File: src/rtl/pdn_rail_sequencer.sv
// Power-up/power-down sequencer for the top-level supply rails: ordered enable with
// pgood timeout and settle time, reverse-order disable, latched fault on timeout/brownout.
module pdn_rail_sequencer #(
   parameter int unsigned NUM_RAILS      = 6,
   parameter int unsigned CNT_W          = 16,
   parameter int unsigned TIMEOUT_CYCLES = 1000,
   parameter int unsigned SETTLE_CYCLES  = 4,
   parameter int unsigned DOWN_CYCLES    = 8
) (
   input  logic                 clk,
   input  logic                 rst_n,
   input  logic                 pwr_on_req,
   input  logic                 pwr_off_req,
   input  logic                 clear_fault,
   input  logic [NUM_RAILS-1:0] rail_pgood,
   output logic [NUM_RAILS-1:0] rail_en,
   output logic                 seq_busy,
   output logic                 all_good,
   output logic                 fault,
   output logic [2:0]           fault_rail
);

   localparam int unsigned IDX_W = (NUM_RAILS > 1) ? $clog2(NUM_RAILS) : 1;
   localparam logic [CNT_W-1:0]     TO_LAST     = CNT_W'(TIMEOUT_CYCLES - 1);
   localparam logic [CNT_W-1:0]     SETTLE_LAST = CNT_W'(SETTLE_CYCLES - 1);
   localparam logic [CNT_W-1:0]     DOWN_LAST   = CNT_W'(DOWN_CYCLES - 1);
   localparam logic [IDX_W-1:0]     IDX_LAST    = IDX_W'(NUM_RAILS - 1);
   localparam logic [NUM_RAILS-1:0] EN_ONE      = NUM_RAILS'(1);

   typedef enum logic [2:0] {S_OFF, S_UP, S_SETTLE, S_ON, S_DOWN, S_FAULT} state_t;

   state_t               state, state_nxt;
   logic [NUM_RAILS-1:0] pg_meta, pg_s, rail_en_nxt;
   logic [IDX_W-1:0]     idx, idx_nxt;
   logic [CNT_W-1:0]     timer, timer_nxt;
   logic [2:0]           fault_rail_nxt, low_bad;
   logic                 seq_busy_nxt, all_good_nxt, fault_nxt;
   logic                 pg_idx, any_bad, up_timeout, settle_done, down_done;

   assign pg_idx      = pg_s[idx];
   assign any_bad     = ~&pg_s;
   assign up_timeout  = (timer == TO_LAST);
   assign settle_done = (timer == SETTLE_LAST);
   assign down_done   = (timer == DOWN_LAST);

   // Lowest-indexed rail whose synced pgood is low.
   always_comb begin
      low_bad = '0;
      for (int k = NUM_RAILS - 1; k >= 0; k--) begin
         if (!pg_s[k]) low_bad = 3'(k);
      end
   end

   // State, datapath and output registers; pgood passes through a 2-flop synchronizer.
   always_ff @(posedge clk or negedge rst_n) begin
      if (!rst_n) begin
         state      <= S_OFF;
         pg_meta    <= '0;
         pg_s       <= '0;
         idx        <= '0;
         timer      <= '0;
         rail_en    <= '0;
         seq_busy   <= 1'b0;
         all_good   <= 1'b0;
         fault      <= 1'b0;
         fault_rail <= '0;
      end else begin
         state      <= state_nxt;
         pg_meta    <= rail_pgood;
         pg_s       <= pg_meta;
         idx        <= idx_nxt;
         timer      <= timer_nxt;
         rail_en    <= rail_en_nxt;
         seq_busy   <= seq_busy_nxt;
         all_good   <= all_good_nxt;
         fault      <= fault_nxt;
         fault_rail <= fault_rail_nxt;
      end
   end

   // Next state: fault beats power-off request beats normal progress.
   always_comb begin
      state_nxt = state;
      case (state)
         S_OFF:    if (pwr_on_req && !pwr_off_req) state_nxt = S_UP;
         S_UP: begin
            if (!pg_idx && up_timeout) state_nxt = S_FAULT;
            else if (pwr_off_req)      state_nxt = S_DOWN;
            else if (pg_idx)           state_nxt = S_SETTLE;
         end
         S_SETTLE: begin
            if (!pg_idx)          state_nxt = S_FAULT;
            else if (pwr_off_req) state_nxt = S_DOWN;
            else if (settle_done) state_nxt = (idx == IDX_LAST) ? S_ON : S_UP;
         end
         S_ON: begin
            if (any_bad)          state_nxt = S_FAULT;
            else if (pwr_off_req) state_nxt = S_DOWN;
         end
         S_DOWN:   if (down_done && idx == '0) state_nxt = S_OFF;
         S_FAULT:  if (clear_fault && !pwr_on_req) state_nxt = S_OFF;
         default:  state_nxt = S_OFF;
      endcase
   end

   // Datapath and registered-output next values, keyed on the transition taken.
   always_comb begin
      idx_nxt        = idx;
      timer_nxt      = timer;
      rail_en_nxt    = rail_en;
      fault_rail_nxt = fault_rail;
      seq_busy_nxt   = (state_nxt == S_UP) || (state_nxt == S_SETTLE) || (state_nxt == S_DOWN);
      all_good_nxt   = (state_nxt == S_ON);
      fault_nxt      = (state_nxt == S_FAULT);
      case (state)
         S_OFF: begin
            if (state_nxt == S_UP) begin
               idx_nxt     = '0;
               timer_nxt   = '0;
               rail_en_nxt = EN_ONE;
            end
         end
         S_UP, S_SETTLE, S_ON: begin
            if (state_nxt == S_FAULT) begin
               rail_en_nxt    = '0;
               timer_nxt      = '0;
               fault_rail_nxt = (state == S_ON) ? low_bad : 3'(idx);
            end else if (state_nxt == S_DOWN) begin
               idx_nxt     = (state == S_ON) ? IDX_LAST : idx;
               rail_en_nxt = rail_en & ~(EN_ONE << idx_nxt);
               timer_nxt   = '0;
            end else if (state == S_UP && state_nxt == S_SETTLE) begin
               timer_nxt = '0;
            end else if (state == S_SETTLE && state_nxt == S_UP) begin
               idx_nxt     = idx + IDX_W'(1);
               rail_en_nxt = rail_en | (EN_ONE << (idx + IDX_W'(1)));
               timer_nxt   = '0;
            end else if (state_nxt == S_ON) begin
               timer_nxt = '0;
            end else begin
               timer_nxt = timer + CNT_W'(1);
            end
         end
         S_DOWN: begin
            if (!down_done) begin
               timer_nxt = timer + CNT_W'(1);
            end else if (idx != '0) begin
               idx_nxt     = idx - IDX_W'(1);
               rail_en_nxt = rail_en & ~(EN_ONE << (idx - IDX_W'(1)));
               timer_nxt   = '0;
            end else begin
               idx_nxt   = '0;
               timer_nxt = '0;
            end
         end
         S_FAULT: begin
            if (state_nxt == S_OFF) begin
               idx_nxt   = '0;
               timer_nxt = '0;
            end
         end
         default: ;
      endcase
   end

endmodule
File: config.mk
export PLATFORM = sky130hd
export DESIGN_NAME = pdn_rail_sequencer
export DESIGN_NICKNAME = d
export VERILOG_FILES = /design/src/rtl/pdn_rail_sequencer.sv
export SDC_FILE = /design/constraint.sdc
export NUM_CORES = 1
export LEC_CHECK = 0
export ABC_AREA = 0
export CAP_MARGIN = 20
export CORE_UTILIZATION = 25
export CTS_CLUSTER_SIZE = 28
export DETAILED_ROUTE_END_ITERATION = 10
export HOLD_SLACK_MARGIN = 0.02
export PLACE_DENSITY = 0.47
export SKIP_CTS_REPAIR_TIMING = 1
export SLEW_MARGIN = 20
export SYNTH_ARGS = -nofsm -noshare
export SYNTH_HDL_FRONTEND = slang
export SYNTH_SLANG_ARGS = --single-unit
File: constraint.sdc
create_clock -name clk -period 3.7 [get_ports clk]
set_input_delay 0.74 -clock clk [delete_from_list [all_inputs] [get_ports clk]]
set_output_delay 0.74 -clock clk [all_outputs]
set_load 0.02 [all_outputs]
==> out/metrics.yaml, run 1 <==
outcome: "finished, final reports clean"
synth_area_um2: 2720
num_vias: 2365
final_net_count: 341
detailed_place_hpwl_um: 5010
floorplan.rows: 37
floorplan.initialDensity_pct: 26.1
num_antenna_cells: 0
timing.final.setup_violations: 0
synth.net_count: 311
io_pins: 23
cts_root_buffer: "sky130_fd_sc_hd__clkbuf_8"
place.port_buffers: 22
htree_num_levels: 2
initialDrtViolationCount: 131
clkSlewWorstSetupHoldPaths_ps: 90
placement.setup.worst_slack_ps: 158
worstMarginPinSlew_ps: 636
tritoncts_clock_tree: "done"
globalRoute.totalOverflow: 0
floorplan.core_area_um2: 10400
start_kind: "flop"
avgViaCountPerCell: 5.15
total_non_filler_cell_area_in_the_finished_layout_um2: 3260
synth_edf_count: 0
drt_pass1_iterations: 4
fill_cell_count: 1094
synth.area.top_cells: "sky130_fd_sc_hd__dfrtp_1 42%, sky130_fd_sc_hd__a21oi_1 5.0%, sky130_fd_sc_hd__a31oi_1 4.4%"
maxCapViolCount: 0
cts_inserted_buffers: 5
peakVddDrop_v: 0.000246
fin_crit_period_ps: 3430
maximum_number_of_pins_on_one_net_before_global_route_repair: 47
min_period_over_period_pct: 92.6
drive_gt1_share_pct: 11.1
ys_ff_latch: 46
final_hold_viol_count: 0
insertion_delay_ps: 300
synth_commonest_cells: "46 x sky130_fd_sc_hd__dfrtp_1, 27 x sky130_fd_sc_hd__a21oi_1, 27 x sky130_fd_sc_hd__nand2_1"
clk_path_buf_depth: 2
grt_pass1_wl_um: 11500
synthToLayoutAreaGrowth_pct: 19.8
unique_cell_type_count_in_the_yosys_netlist: 62
maxSlewViolCount: 0
most_frequent_cell_after_synthesis: "sky130_fd_sc_hd__dfrtp_1"
setup_repair_after_global_routing_missed_its_margin: "false"
postPlaceCellArea_um2: 3140
synth_warnings: 0
die_height_um: 106
total_die_area_um2: 11300
finalSetupTns_ps: 0
yosysTopAreaCell: "sky130_fd_sc_hd__dfrtp_1"
routabilityCongestion: 0.893
crit_required_ps: 3890
hp-class: "flop to flop"
antenna_violating_nets_post_route: 0
synth_top_flop_cell: "sky130_fd_sc_hd__dfrtp_1"
first_global_vias: 2252
wl_per_cell_um: 14.9
cts.sink_count: 46
cellPowerDensity_nw_per_um2: 748
final_core_utilization_pct: 31.3
critPathLaunch: "timer[10]"
finClkSkew_ps: 14.3
max-slew-margin-rel_pct: 57.4
grt_use_total_pct: 12.8
synth-seq-area-share_pct: 42.4
setup.worst_path.class: "flop to flop"
static-leakage-power_nw: 1.38
design_power_total_mw: 2.44
synth_top_area_share_pct: 42.4
clock.fmax_ghz: 0.292
crit-reg2reg-launch: "timer[10]"
hp-start: "pg_meta[1]"
chipWidth_um: 106
synth_instances: 292
initial_antenna_violation_count: 0
routed_wirelength_um: 6820
worstPathMaxFanout: 7
synthesis.area_per_instance_um2: 9.31
synth_async_sr_flop_share_pct: 100
cp.arrival_ps: 3620
remaining_drc_errors: 0
setup_ws_ps: 274
crit_path_capture_type: "flop"
cell usage in the layout (no fill, tap or decap), types with 2 or more instances in the layout:
cell type | netlist | final
sky130_fd_sc_hd__a41o_1 | 2 | 2
sky130_fd_sc_hd__mux2_1 | 2 | 2
sky130_fd_sc_hd__o21ai_0 | 8 | 8
sky130_fd_sc_hd__nor4_1 | 5 | 5
sky130_fd_sc_hd__buf_4 | 1 | 13
sky130_fd_sc_hd__dfrtp_1 | 46 | 46
sky130_fd_sc_hd__mux2i_1 | 2 | 2
sky130_fd_sc_hd__nand4_1 | 4 | 4
sky130_fd_sc_hd__a221o_1 | 2 | 2
sky130_fd_sc_hd__a41oi_1 | 2 | 2
sky130_fd_sc_hd__or2_2 | 4 | 4
sky130_fd_sc_hd__ha_1 | 8 | 8
sky130_fd_sc_hd__xnor2_1 | 3 | 3
sky130_fd_sc_hd__a21o_1 | 6 | 6
sky130_fd_sc_hd__a211oi_1 | 3 | 3
sky130_fd_sc_hd__a21oi_1 | 27 | 27
sky130_fd_sc_hd__a32oi_1 | 2 | 2
sky130_fd_sc_hd__a22o_1 | 2 | 2
sky130_fd_sc_hd__a221oi_1 | 2 | 2
sky130_fd_sc_hd__clkdlybuf4s50_1 | 0 | 21
sky130_fd_sc_hd__inv_1 | 13 | 13
sky130_fd_sc_hd__o21ai_1 | 2 | 2
sky130_fd_sc_hd__nor2b_1 | 7 | 7
sky130_fd_sc_hd__a31oi_1 | 19 | 19
sky130_fd_sc_hd__nand3b_1 | 3 | 3
sky130_fd_sc_hd__or3_1 | 2 | 2
sky130_fd_sc_hd__o2bb2ai_1 | 2 | 2
sky130_fd_sc_hd__nand2b_1 | 3 | 3
sky130_fd_sc_hd__xor2_1 | 2 | 2
sky130_fd_sc_hd__nand3_1 | 8 | 8
sky130_fd_sc_hd__and3_1 | 11 | 11
sky130_fd_sc_hd__or4b_1 | 2 | 2
sky130_fd_sc_hd__nand2_1 | 27 | 27
sky130_fd_sc_hd__nor3_1 | 8 | 8
sky130_fd_sc_hd__nor2_1 | 13 | 13
sky130_fd_sc_hd__clkbuf_8 | 0 | 5
sky130_fd_sc_hd__a31o_2 | 3 | 3
sky130_fd_sc_hd__or4_1 | 2 | 2
sky130_fd_sc_hd__o22ai_1 | 3 | 3
final timing paths:
| kind | to | cells past startpoint | slack, ps |
|---|---|---|---|
| hold reg to reg | pg_s[1] | 0 | 350 |
| setup / recovery | idx[1] | 8 | 270 |
| hold / removal | pg_s[1] | 0 | 350 |
| min in group asynchronous | timer[12] | 1 | 430 |
| max in group asynchronous | pg_meta[2] | 1 | 2850 |
| setup reg to reg | idx[1] | 8 | 270 |
critical path, cell delays in order, from the launching register on:
cell                       delay [ps]
sky130_fd_sc_hd__dfrtp_1          440
sky130_fd_sc_hd__or4_1            610
sky130_fd_sc_hd__nor4_1           590
sky130_fd_sc_hd__nor3_1           190
sky130_fd_sc_hd__a31oi_1          360
sky130_fd_sc_hd__nor3_1           130
sky130_fd_sc_hd__a211oi_2         520
sky130_fd_sc_hd__nor2_1           150
sky130_fd_sc_hd__mux2_1           330
cells by family after synthesis:
family	Yosys count	synth area share, %
AO/OA/AOI/OAI	96	23.9
XOR/XNOR	5	1.61
adder cells (fa/ha/maj)	8	3.68
buffers and inverters	26	4.88
flip-flops	46	42.4
multiplexers	6	2.53
AND/OR/NAND/NOR	105	21.0
area by class of cell:
| class | count | area (um2) | share of cell area, % |
|---|---|---|---|
| clock inverter | 2 | 37.5 | 1.15 |
| tap | 136 | 170 | 5.22 |
| timing repair buffer | 35 | 328 | 10.1 |
| inverter | 14 | 52.6 | 1.61 |
| sequential | 46 | 1150 | 35.3 |
| multi-input combinational | 220 | 1450 | 44.4 |
| clock buffer | 6 | 72.6 | 2.23 |
flip-flops by register name (all words and copies together), names as in the netlist:
signal      flops
all_good        1
timer          16
seq_busy        1
state           3
pg_meta         6
fault           1
pg_s            6
idx             3
rail_en         6
fault_rail      3
report_power, final:
part / internal, mW / total [mW] / switching [mW]
combinational: 0.543 / 1.36 / 0.821
sequential: 0.592 / 0.691 / 0.0992
clock: 0.202 / 0.380 / 0.179
through the flow:
| stage | hold slack, ps | std cells |
|---|---|---|
| after floorplan | 331 | 292 |
| after global placement | 335 | 451 |
| after detailed placement | 335 | 451 |
| after CTS | 355 | 459 |
| after global routing | 360 | 459 |
| final | 353 | 459 |
metal layers:
layer / wire [um] / vias to the layer above / share of wire [%] / track usage, %
li1: - / 1155 / - / -
met1: 3350 / 1125 / 49 / 18.4
met2: 2970 / 73 / 44 / 18.6
met3: 352 / 12 / 5.2 / 2.94
met4: 146 / 0 / 2.1 / 4.46
met5: 0 / - / 0 / 0
Note: power is estimated with default switching activity, not from simulation.
==> run 2, diff against run 1 <==
CORE_UTILIZATION = 45   (was 25)
PLACE_DENSITY = 0.71   (was 0.47)
==> out/metrics.yaml, run 2 (same netlist as run 1, synthesis figures left out) <==
worstPathMaxFanout: 7  # unchanged
worstMarginPinSlew_ps: 614  # was 636 ps
min_to: "pg_s[3]"  # was pg_s[1]
clkSlewWorstSetupHoldPaths_ps: 90  # about the same
wl_per_cell_um: 15.6  # was 14.9 um
floorplan.initialDensity_pct: 47.9  # was 26.1%
timing.reg2reg.worst_path_depth: 8  # unchanged
seqPwrFrac_pct: 29.3  # was 28.4%
net-switching-power_mw: 1.07  # was 1.10 mW
cellPowerDensity_nw_per_um2: 756  # was 748 nW/um2
dr_wl_met2_um: 2590  # was 2970 um
post-place-cells: 380  # was 451
layout.cells.most_common: "sky130_fd_sc_hd__dfrtp_1"  # unchanged
total_die_area_um2: 6350  # was 11,300 um2
initialDrtViolationCount: 231  # was 131
num_vias: 2346  # was 2,365
highest-signal-layer: "met4"  # unchanged
floorplan.core_area_um2: 5680  # was 10,400 um2
floorplan.rows: 27  # was 37
synthToLayoutAreaGrowth_pct: 15.1  # was 19.8%
drive_gt1_share_pct: 9.49  # was 11.1%
fin_crit_period_ps: 3410  # was 3430 ps
final_hold_viol_count: 0  # unchanged
max-slew-margin-rel_pct: 58.9  # was 57.4%
first_global_vias: 2107  # was 2,252
tritoncts_clock_tree: "done"  # unchanged
grt_pass1_wl_um: 10300  # was 11,500 um
hp-start: "pg_meta[3]"  # was pg_meta[1]
htree_num_levels: 2  # unchanged
clk_path_buf_depth: 2  # unchanged
timing.final.setup_violations: 0  # unchanged
avgViaCountPerCell: 6.05  # was 5.15
worst-r2r-setup-slack_ps: 290  # was 270 ps
cts.sink_count: 46  # unchanged
crit_path_capture_type: "flop"  # unchanged
start_kind: "flop"  # unchanged
cts_root_buffer: "sky130_fd_sc_hd__clkbuf_8"  # unchanged
p_int_mw: 1.30  # was 1.34 mW
final_cell_mix: "46 x sky130_fd_sc_hd__dfrtp_1, 27 x sky130_fd_sc_hd__a21oi_1, 27 x sky130_fd_sc_hd__nand2_1"  # unchanged
globalRoute.totalOverflow: 0  # unchanged
detailed_place_hpwl_um: 4230  # was 5010 um
cp_slowest_stage_delay_ps: 600  # was 610 ps
num_antenna_cells: 0  # unchanged
dr_wl_met3_um: 297  # was 352 um
chipWidth_um: 79.7  # was 106 um
cts_inserted_buffers: 5  # unchanged
routed_wirelength_um: 6050  # was 6820 um
sequential_cell_area_um2: 1150  # unchanged
setup.worst_path.class: "flop to flop"  # unchanged
finClkSkew_ps: 4.38  # was 14.3 ps
antenna_violating_nets_post_route: 0  # unchanged
design_power_total_mw: 2.36  # was 2.44 mW
io_pins: 23  # unchanged
insertion_delay_ps: 300  # about the same
hp-class: "flop to flop"  # unchanged
crit-reg2reg-launch: "timer[10]"  # unchanged
outcome: "finished, final reports clean"  # unchanged
min_period_over_period_pct: 92.2  # was 92.6%
remaining_drc_errors: 0  # unchanged
finalSetupTns_ps: 0  # unchanged
grt_use_total_pct: 21.0  # was 12.8%
initial_antenna_violation_count: 0  # unchanged
switching_part_of_the_total_pct: 45.2  # was 45.1%
power.combinational.fraction_pct: 54.6  # was 56.0%
wl_met1_um: 3100  # was 3350 um
multi_input_area_um2: 1450  # unchanged
setup_repair_after_global_routing_missed_its_margin: "false"  # unchanged
slowest_stage: "sky130_fd_sc_hd__or4_1"  # unchanged
die_height_um: 79.7  # was 106 um
clkPwrFrac_pct: 16.1  # was 15.6%
path_delay_family: "simple AND/OR/NAND/NOR gates"  # unchanged
routabilityCongestion: 0.937  # was 0.893
static-leakage-power_nw: 1.34  # was 1.38 nW
maxSlewViolCount: 0  # unchanged
crit_required_ps: 3900  # was 3890 ps
place.port_buffers: 22  # unchanged
maxCapViolCount: 0  # unchanged
min_delay_path_depth: 0  # unchanged
timing.critical_path.buf_inv: 0  # unchanged
path_cells: "or4_1, nor4_1, a2111oi_0, or4b_1, nor3_1, a211oi_2, nor2_1, mux2_1"  # was or4_1, nor4_1, nor3_1, a31oi_1, nor3_1, a211oi_2, nor2_1, mux2_1
maximum_number_of_pins_on_one_net_before_global_route_repair: 47  # unchanged
top_reg_by_flops: "timer"  # unchanged
peakVddDrop_v: 0.000393  # was 0.000246 V
finish.cell_count_without_fillers: 388  # was 459
drt_pass1_iterations: 4  # unchanged
final_net_count: 334  # was 341
clock.fmax_ghz: 0.293  # was 0.292 GHz
cp.arrival_ps: 3610  # was 3620 ps
timing.rr.end: "idx[1]"  # unchanged
largest_register_ff_count: 16  # unchanged
fill_cell_count: 519  # was 1,094
## run 2: per-stage QoR
step | util (%) | cell area (um2) | hold slack [ps] | setup slack [ps]
2_1_floorplan | - | 2720 | 331 | 713
3_3_place_gp | 53.1 | 3010 | 331 | 182
3_5_place_dp | 53.1 | 3010 | 335 | 54.7
4_1_cts | 55.1 | 3130 | 356 | 306
5_1_grt | 55.1 | 3130 | 367 | 37.9
6_report | 55.1 | 3130 | 354 | 288
## run 2: power by group through the flow
| stage | Combinational (mW) | Sequential [mW] | Clock [mW] |
|---|---|---|---|
| 2_1_floorplan | 0.945 | 0.706 | 0 |
| 3_3_place_gp | 1.26 | 0.697 | 0 |
| 3_5_place_dp | 1.27 | 0.699 | 0 |
| 4_1_cts | 1.28 | 0.689 | 0.391 |
| 5_1_grt | 1.42 | 0.705 | 0.409 |
| 6_report | 1.29 | 0.693 | 0.381 |
## run 2: worst max path at each step
stage	start	endpoint	depth (start not counted)
final	timer[10]	idx[1]	8
after global routing	timer[10]	rail_en[5]	8
after CTS	timer[10]	idx[1]	8
after detailed placement	pwr_off_req	idx[1]	9
after global placement	pwr_off_req	idx[1]	9
after floorplan	idx[0]	idx[1]	9
## run 2: routing by layer
layer	global-route usage [%]	vias up
li1	-	1140
met1	31.1	1127
met2	31.1	74
met3	3.54	5
met4	6.18	0
met5	0	-
## run 2: cell type report
| type | count | area share (%) |
|---|---|---|
| Clock buffer | 5 | 2.20 |
| Clock inverter | 3 | 1.44 |
| Inverter | 14 | 1.68 |
| Multi-Input combinational cell | 220 | 46.2 |
| Sequential cell | 46 | 36.8 |
| Tap cell | 72 | 2.88 |
| Timing Repair Buffer | 28 | 8.80 |
==> run 3, diff against run 2 <==
SETUP_SLACK_MARGIN = 0.02   (was not set)
==> results of run 3 <==
Final layout, timing and power as in run 2 (identical DEF).
